## config.mk

```make
export PLATFORM = sky130hd
export DESIGN_NAME = pll_reset_sequencer
export DESIGN_NICKNAME = d
export VERILOG_FILES = /design/src/rtl/pll_reset_sequencer.sv
export SDC_FILE = /design/constraint.sdc
export NUM_CORES = 1
export LEC_CHECK = 0
export BUFFER_PORTS_ARGS = -buffer_cell sky130_fd_sc_hd__buf_2
export CORE_AREA = 2 2 65 67
export DETAILED_ROUTE_END_ITERATION = 6
export DIE_AREA = 0 0 67 69
export MAX_ROUTING_LAYER = met4
export PLACE_DENSITY = 0.7
export SETUP_SLACK_MARGIN = 0.1
export SLEW_MARGIN = 20
export SYNTH_ARGS = -nofsm -noshare
export SYNTH_HDL_FRONTEND = slang
export SYNTH_SLANG_ARGS = --single-unit
```

## constraint.sdc

```tcl
create_clock -name clk -period 2.6 [get_ports clk]
set_input_delay 0.52 -clock clk [delete_from_list [all_inputs] [get_ports clk]]
set_output_delay 0.52 -clock clk [all_outputs]
set_load 0.02 [all_outputs]
```

## src/rtl/pll_reset_sequencer.sv

```systemverilog
// rtl/pll_reset_sequencer.sv - staged active-low reset release gated on stable PLL lock
//   clk          : PLL output clock, only clock of the block
//   resetn       : asynchronous active-low reset
//   lock         : PLL lock flag, asynchronous to clk
//   rst_n_out    : staged active-low resets, bit 0 released first
//   ready        : high while every stage is released
//   pll_rst      : active-high reset request pulse to the PLL
//   relock_count : saturating count of lock losses after release began
module pll_reset_sequencer #(
    parameter int SYNC_STAGES    = 2,
    parameter int STABLE_CYCLES  = 1024,
    parameter int NUM_STAGES     = 3,
    parameter int STAGE_GAP      = 16,
    parameter int LOCK_TIMEOUT   = 65536,
    parameter int PLL_RST_CYCLES = 8
) (
    input  logic                  clk,
    input  logic                  resetn,
    input  logic                  lock,
    output logic [NUM_STAGES-1:0] rst_n_out,
    output logic                  ready,
    output logic                  pll_rst,
    output logic [7:0]            relock_count
);

    // One shared counter covers every timed phase, so it is sized for the longest.
    localparam int MAX_A   = (LOCK_TIMEOUT > STABLE_CYCLES) ? LOCK_TIMEOUT : STABLE_CYCLES;
    localparam int MAX_B   = (STAGE_GAP > PLL_RST_CYCLES) ? STAGE_GAP : PLL_RST_CYCLES;
    localparam int CNT_MAX = (MAX_A > MAX_B) ? MAX_A : MAX_B;
    localparam int CW      = (CNT_MAX > 1) ? $clog2(CNT_MAX) : 1;
    localparam int IW      = (NUM_STAGES > 1) ? $clog2(NUM_STAGES) : 1;

    typedef enum logic [2:0] {
        WAIT_LOCK,
        STABLE,
        RELEASE,
        RUN,
        PLL_RST
    } state_t;

    state_t                 state;
    logic [CW-1:0]          cnt;
    logic [IW-1:0]          idx;
    logic [SYNC_STAGES-1:0] sync_q;
    logic                   lock_s;

    assign lock_s = sync_q[SYNC_STAGES-1];

    always_ff @(posedge clk or negedge resetn) begin
        if (!resetn) begin
            state        <= WAIT_LOCK;
            cnt          <= '0;
            idx          <= '0;
            sync_q       <= '0;
            rst_n_out    <= '0;
            ready        <= 1'b0;
            pll_rst      <= 1'b0;
            relock_count <= 8'd0;
        end else begin
            sync_q <= {sync_q[SYNC_STAGES-2:0], lock};
            case (state)
                WAIT_LOCK: begin
                    if (lock_s) begin
                        state <= STABLE;
                        cnt   <= '0;
                    end else if (cnt == CW'(LOCK_TIMEOUT - 1)) begin
                        state   <= PLL_RST;
                        cnt     <= '0;
                        pll_rst <= 1'b1;
                    end else begin
                        cnt <= cnt + 1'b1;
                    end
                end
                STABLE: begin
                    // A glitch here is not a relock event: nothing was released yet.
                    if (!lock_s) begin
                        state <= WAIT_LOCK;
                        cnt   <= '0;
                    end else if (cnt == CW'(STABLE_CYCLES - 1)) begin
                        state <= RELEASE;
                        cnt   <= '0;
                        idx   <= '0;
                    end else begin
                        cnt <= cnt + 1'b1;
                    end
                end
                RELEASE, RUN: begin
                    // Lock loss wins over a release scheduled on the same edge.
                    if (!lock_s) begin
                        rst_n_out <= '0;
                        ready     <= 1'b0;
                        state     <= WAIT_LOCK;
                        cnt       <= '0;
                        if (relock_count != 8'hFF) begin
                            relock_count <= relock_count + 8'd1;
                        end
                    end else if (state == RELEASE) begin
                        if (cnt == '0) begin
                            rst_n_out[idx] <= 1'b1;
                            idx            <= idx + 1'b1;
                            if (idx == IW'(NUM_STAGES - 1)) begin
                                state <= RUN;
                                ready <= 1'b1;
                            end
                        end
                        cnt <= (cnt == CW'(STAGE_GAP - 1)) ? '0 : cnt + 1'b1;
                    end
                end
                PLL_RST: begin
                    if (cnt == CW'(PLL_RST_CYCLES - 1)) begin
                        pll_rst <= 1'b0;
                        state   <= WAIT_LOCK;
                        cnt     <= '0;
                    end else begin
                        cnt <= cnt + 1'b1;
                    end
                end
                default: begin
                    state <= WAIT_LOCK;
                    cnt   <= '0;
                end
            endcase
        end
    end

endmodule
```

Word-level counts from Yosys, hierarchy flattened

Cells that the tools add are included.
W data, S select, Z words.

Add/sub/neg operators: 3
$lt $le $gt $ge: 2
Equality and inequality tests: 26
Muxes and demuxes: 38
Bitwise operators: 2
Reduce and logical (&&, ||, !) cells: 12

Operators by type and width:

| cell                    | count |
|---|---|
| $mux W16                | 8 |
| $pmux W16 S4            | 1 |
| $mux W3                 | 12 |
| $add A16 B1 Y16 const B | 1 |
| $eq A16 B10 Y1 const B  | 1 |
| $eq A16 B16 Y1 const B  | 1 |
| $eq A16 B3 Y1 const B   | 1 |
| $eq A16 B4 Y1 const B   | 1 |
| $logic_not A16 Y1       | 1 |
| $ne A2 B2 Y1 const B    | 8 |
| $ne A3 B3 Y1 const B    | 5 |
| $pmux W3 S4             | 1 |
| $reduce_and A6 Y1       | 2 |
| $mux W2                 | 5 |
| $add A8 B1 Y8 const B   | 1 |
| $mux W1                 | 8 |
| $ne A8 B8 Y1 const B    | 1 |
| $reduce_and A4 Y1       | 2 |
| $eq A3 B2 Y1 const B    | 2 |
| $ne A2 B1 Y1 const B    | 3 |
| $reduce_and A3 Y1       | 2 |
| $pmux W2 S2             | 1 |
| $reduce_bool A2 Y1      | 2 |
| $eq A3 B1 Y1 const B    | 1 |
| other kinds (12)        | 12 |

Bits in registers: 36
Input port bits: 3
Output and inout port bits: 13

Depth between registers and ports, before layout

Depth in word-level cells: 8
Mapped depth: 8
Depth with buffers taken out: 7

Worst setup path before layout

Ideal clock, no wire load.

Kind: flip-flop to flip-flop
Start point: register cnt[0]
End point: register cnt[1]
Library setup time: 0.132 ns
Data arrival time: 1.855 ns
Data required time: 2.468 ns
Slack: 0.613 ns
Stages on the path, launching flop included: 9
Buffers on the path: 1
Period minus slack after synthesis: 1.987 ns
Cells stage by stage: dfrtp_1 ha_1 nand4_4 or3_1 o31ai_1 nand2_1 nor2_4 buf_6 o22ai_1

Cells in the longest elaborated chain, start to end: 5

RTL lines:

| element                                          | line | source |
|---|---|---|
| start: declaration                               | 42   | `logic [CW-1:0] cnt;` |
| start signal: assignment                         | 71   | `cnt <= cnt + 1'b1;` |
| start signal: assignment                         | 84   | `cnt <= cnt + 1'b1;` |
| start signal: assignment                         | 106  | `cnt <= (cnt == CW'(STAGE_GAP - 1)) ? '0 : cnt + 1'b1;` |
| $add A16 B1 Y16 or $eq A16 B4 Y1 (tied branches) | n/a  |  |
| $mux W16                                         | 106  |  |
| $mux W16                                         | 97   | `end else if (state == RELEASE) begin` |
| $mux W16                                         | 89   | `if (!lock_s) begin` |
| $pmux W16 S4 (*)                                 | 61   | `case (state)` |

Every way passes the cells marked *; elsewhere a longest branch is shown, timed or not. The select of a mux whose other input is x is not followed.
A chain may end at the register's enable or synchronous reset.

Final worst setup path

Start point: register cnt[0]
End point: register cnt[14]

Same word-level chain as after synthesis.

==> metrics <==
Slew HR 0.469; Worst-path clk slew 0.08 ns; Worst Skew 0.00757 ns; WL per Instance 13.9 um; initial core utilization 0.486; TritonCTS buffer count 5; clk_lat worst skew 0.29 ns; synth unique cells 44; leak pwr 0.959 nW; vias per inst 5.68; Post-synth top cells dfrtp_1 (36), nor2_1 (17), a21oi_1 (16), nand2_1 (14), nand3_1 (13); Core Region 0.00391 mm^2; post-synthesis sequential area ratio 0.474; FP Rows 23; post-synthesis adder-cell area fraction 0.0395; worst vdd ir 0.336 mV; RD Place Congestion 0.861; Pint 0.000781 W; Synth top area share 0.474; Psw 0.000264 W; Setup TNS Final 0 ns; Crit. End Element flop; nets@finish 221; Total Power 0.00104 W; worst r2r dst cnt[14]; Final Util 0.546; status completed; Crit Path Max Fanout 15; post-synth net total 202; synth warn 0; final wirelength 3.65 mm; Yosys top cell by area dfrtp_1; largest net degree at the start of global routing 37; RR Startpoint cnt[0]; Worst Tran Pin Value 0.796 ns; Power Density 488 mW/mm^2; CP arrival 2.36 ns; xor/xnor share of the synthesized area 0.0691; required time worst endpoint 2.75 ns; Hold Vio Cnt, Final 0; detailed-route via count 1495; mux contribution to synthesized area 0.0118; Avg Cell Area, Syn 9.85 um^2; # fillers 370; Comb power frac 0.062; Sw Share 0.253; unrepaired setup endpoints after global routing false; # clock sinks 36; non-filler cells, final 263; global-route usage over all layers 0.178; cells after synthesis 193; Seq pwr share 0.554; synth top area cells dfrtp_1 (47%), a21oi_1 (4.2%), xnor2_1 (4.1%); dominant synthesized flop cell dfrtp_1; Layout area overhead 12.5%; # DRC 0; crit path launch type flop; io pins 16; area of the mapped netlist 0.00190 mm^2; synthesized flop and latch total 36; share of cells above drive strength 1 0.174; Compound-Gate Fraction of Synth Area 0.138; Post-DRT Antenna Nets 0; post-synthesis simple-gate area fraction 0.233; largest family of logic cells by synthesized area simple AND/OR/NAND/NOR gates; Final Cycle Share 0.852; vias in the first global route 1390; Port Buffers 15; antenna cells 0; Fin Hold WS 0.311 ns; first-pass GRT wire length 6.21 mm; DRT Pass-1 Iters 4; full die area 0.00462 mm^2; hold-fix buffers at CTS 0; fin crit period 2.21 ns; Fmax achieved 452 MHz; total grt overflow 0; htree depth 2; initial antenna violation count 0; CTS tree built; Inst Count DP 254; worst setup path class flop to flop; Clock Path Buffers 2; multi-input logic area 935 um^2; drt initial violations 106; Final Max Slew Viols 0; final setup fails 0; clock power share 0.384; min-delay worst type input port to asynchronous set/reset pin; max_cap viols 0; Post-synth EDFFs 0; die width 67 um; ys async rst share 1.00; FF-to-FF path depth 8; die span in y 69 um; most numerous cell in the Yosys netlist dfrtp_1; Register Area 901 um^2; worst reg-to-reg setup slack 0.39 ns; DP HPWL 2.56 mm; CTS root buf clkbuf_8
## placed cells by master (no fill, tap or decap), types with 3 or more instances in the layout
cell type and count:
buf_2 15, o211ai_1 4, buf_4 3, nor3_1 4
nand2b_1 4, ha_1 6, o21ai_0 6, inv_1 8
nor4_1 5, nor2_1 17, dfrtp_1 36, clkbuf_8 5
xnor2_1 9, nand3_1 13, nand4_1 5, a21oi_1 16
xor2_1 6, nand2_1 14
## power groups by stage
stage	Sequential (W)	Combinational [W]	Clock (W)
after CTS	0.000578	0.0000587	0.000415
final	0.000579	0.0000643	0.000401
after detailed placement	0.000589	0.0000586	0
after floorplan	0.000583	0.0000450	0
after global routing	0.000580	0.0000733	0.000442
after global placement	0.000589	0.0000578	0
## logic make-up (layout without fill, tap and decap cells)
logic type / count (synthesis) / in the layout
simple gates: 78 / 78
compound gates: 41 / 41
flops: 36 / 36
xor+xnor: 15 / 15
buf+inv: 15 / 35
fa+ha+maj: 6 / 6
mux: 2 / 2
## cell type report
class	instances	area share
clock inverters	3	0.0111
well taps	50	0.0293
flip-flops and latches	36	0.421
repair buffers	19	0.0550
inverters	8	0.0140
clock buffers	5	0.0322
multi-input cells	142	0.437
## critical path, stage by stage (launching register included)
cell,delay [ns]
dfrtp_1,0.40
ha_1,0.30
nand4_4,0.15
or3_1,0.40
o31ai_1,0.25
nand2_1,0.17
nor2_4,0.16
buf_12,0.15
a22oi_1,0.08
## per-stage QoR
stage | instance area (um^2) | setup WS, ns
after global routing | 2140 | 0.214
after detailed placement | 2030 | 0.341
after CTS | 2120 | 0.317
final | 2140 | 0.385
after floorplan | 1900 | 0.613
after global placement | 2030 | 0.411
## worst max path at each step
stage / start / end / slack, ns
5_1_grt: cnt[10] / rst_n_out[2] / 0.21
3_3_place_gp: cnt[1] / cnt[14] / 0.41
4_1_cts: cnt[1] / cnt[14] / 0.32
2_1_floorplan: cnt[0] / cnt[1] / 0.61
6_report: cnt[0] / cnt[14] / 0.39
3_5_place_dp: cnt[0] / cnt[3] / 0.34
## what timing repair did
action | CTS | global route
hold endpoints to repair | 0 | 0
buffers inserted | 0 | 1
endpoints found under the setup margin | 0 | 1
gates resized for setup | 0 | 0
## registers in the layout (all words and copies together), names as in the netlist
name,cells
cnt,16
idx,2
pll_rst,1
ready,1
relock_count,8
rst_n_out,3
state,3
sync_q,2
## routing by layer
layer	track usage	vias to the layer above	wire length (um)
met5	-	-	0
met4	0.0703	0	68
met3	0.0392	6	95
met2	0.256	23	1680
met1	0.243	727	1800
li1	-	739	-
Note: power is estimated with default switching activity, not from simulation.
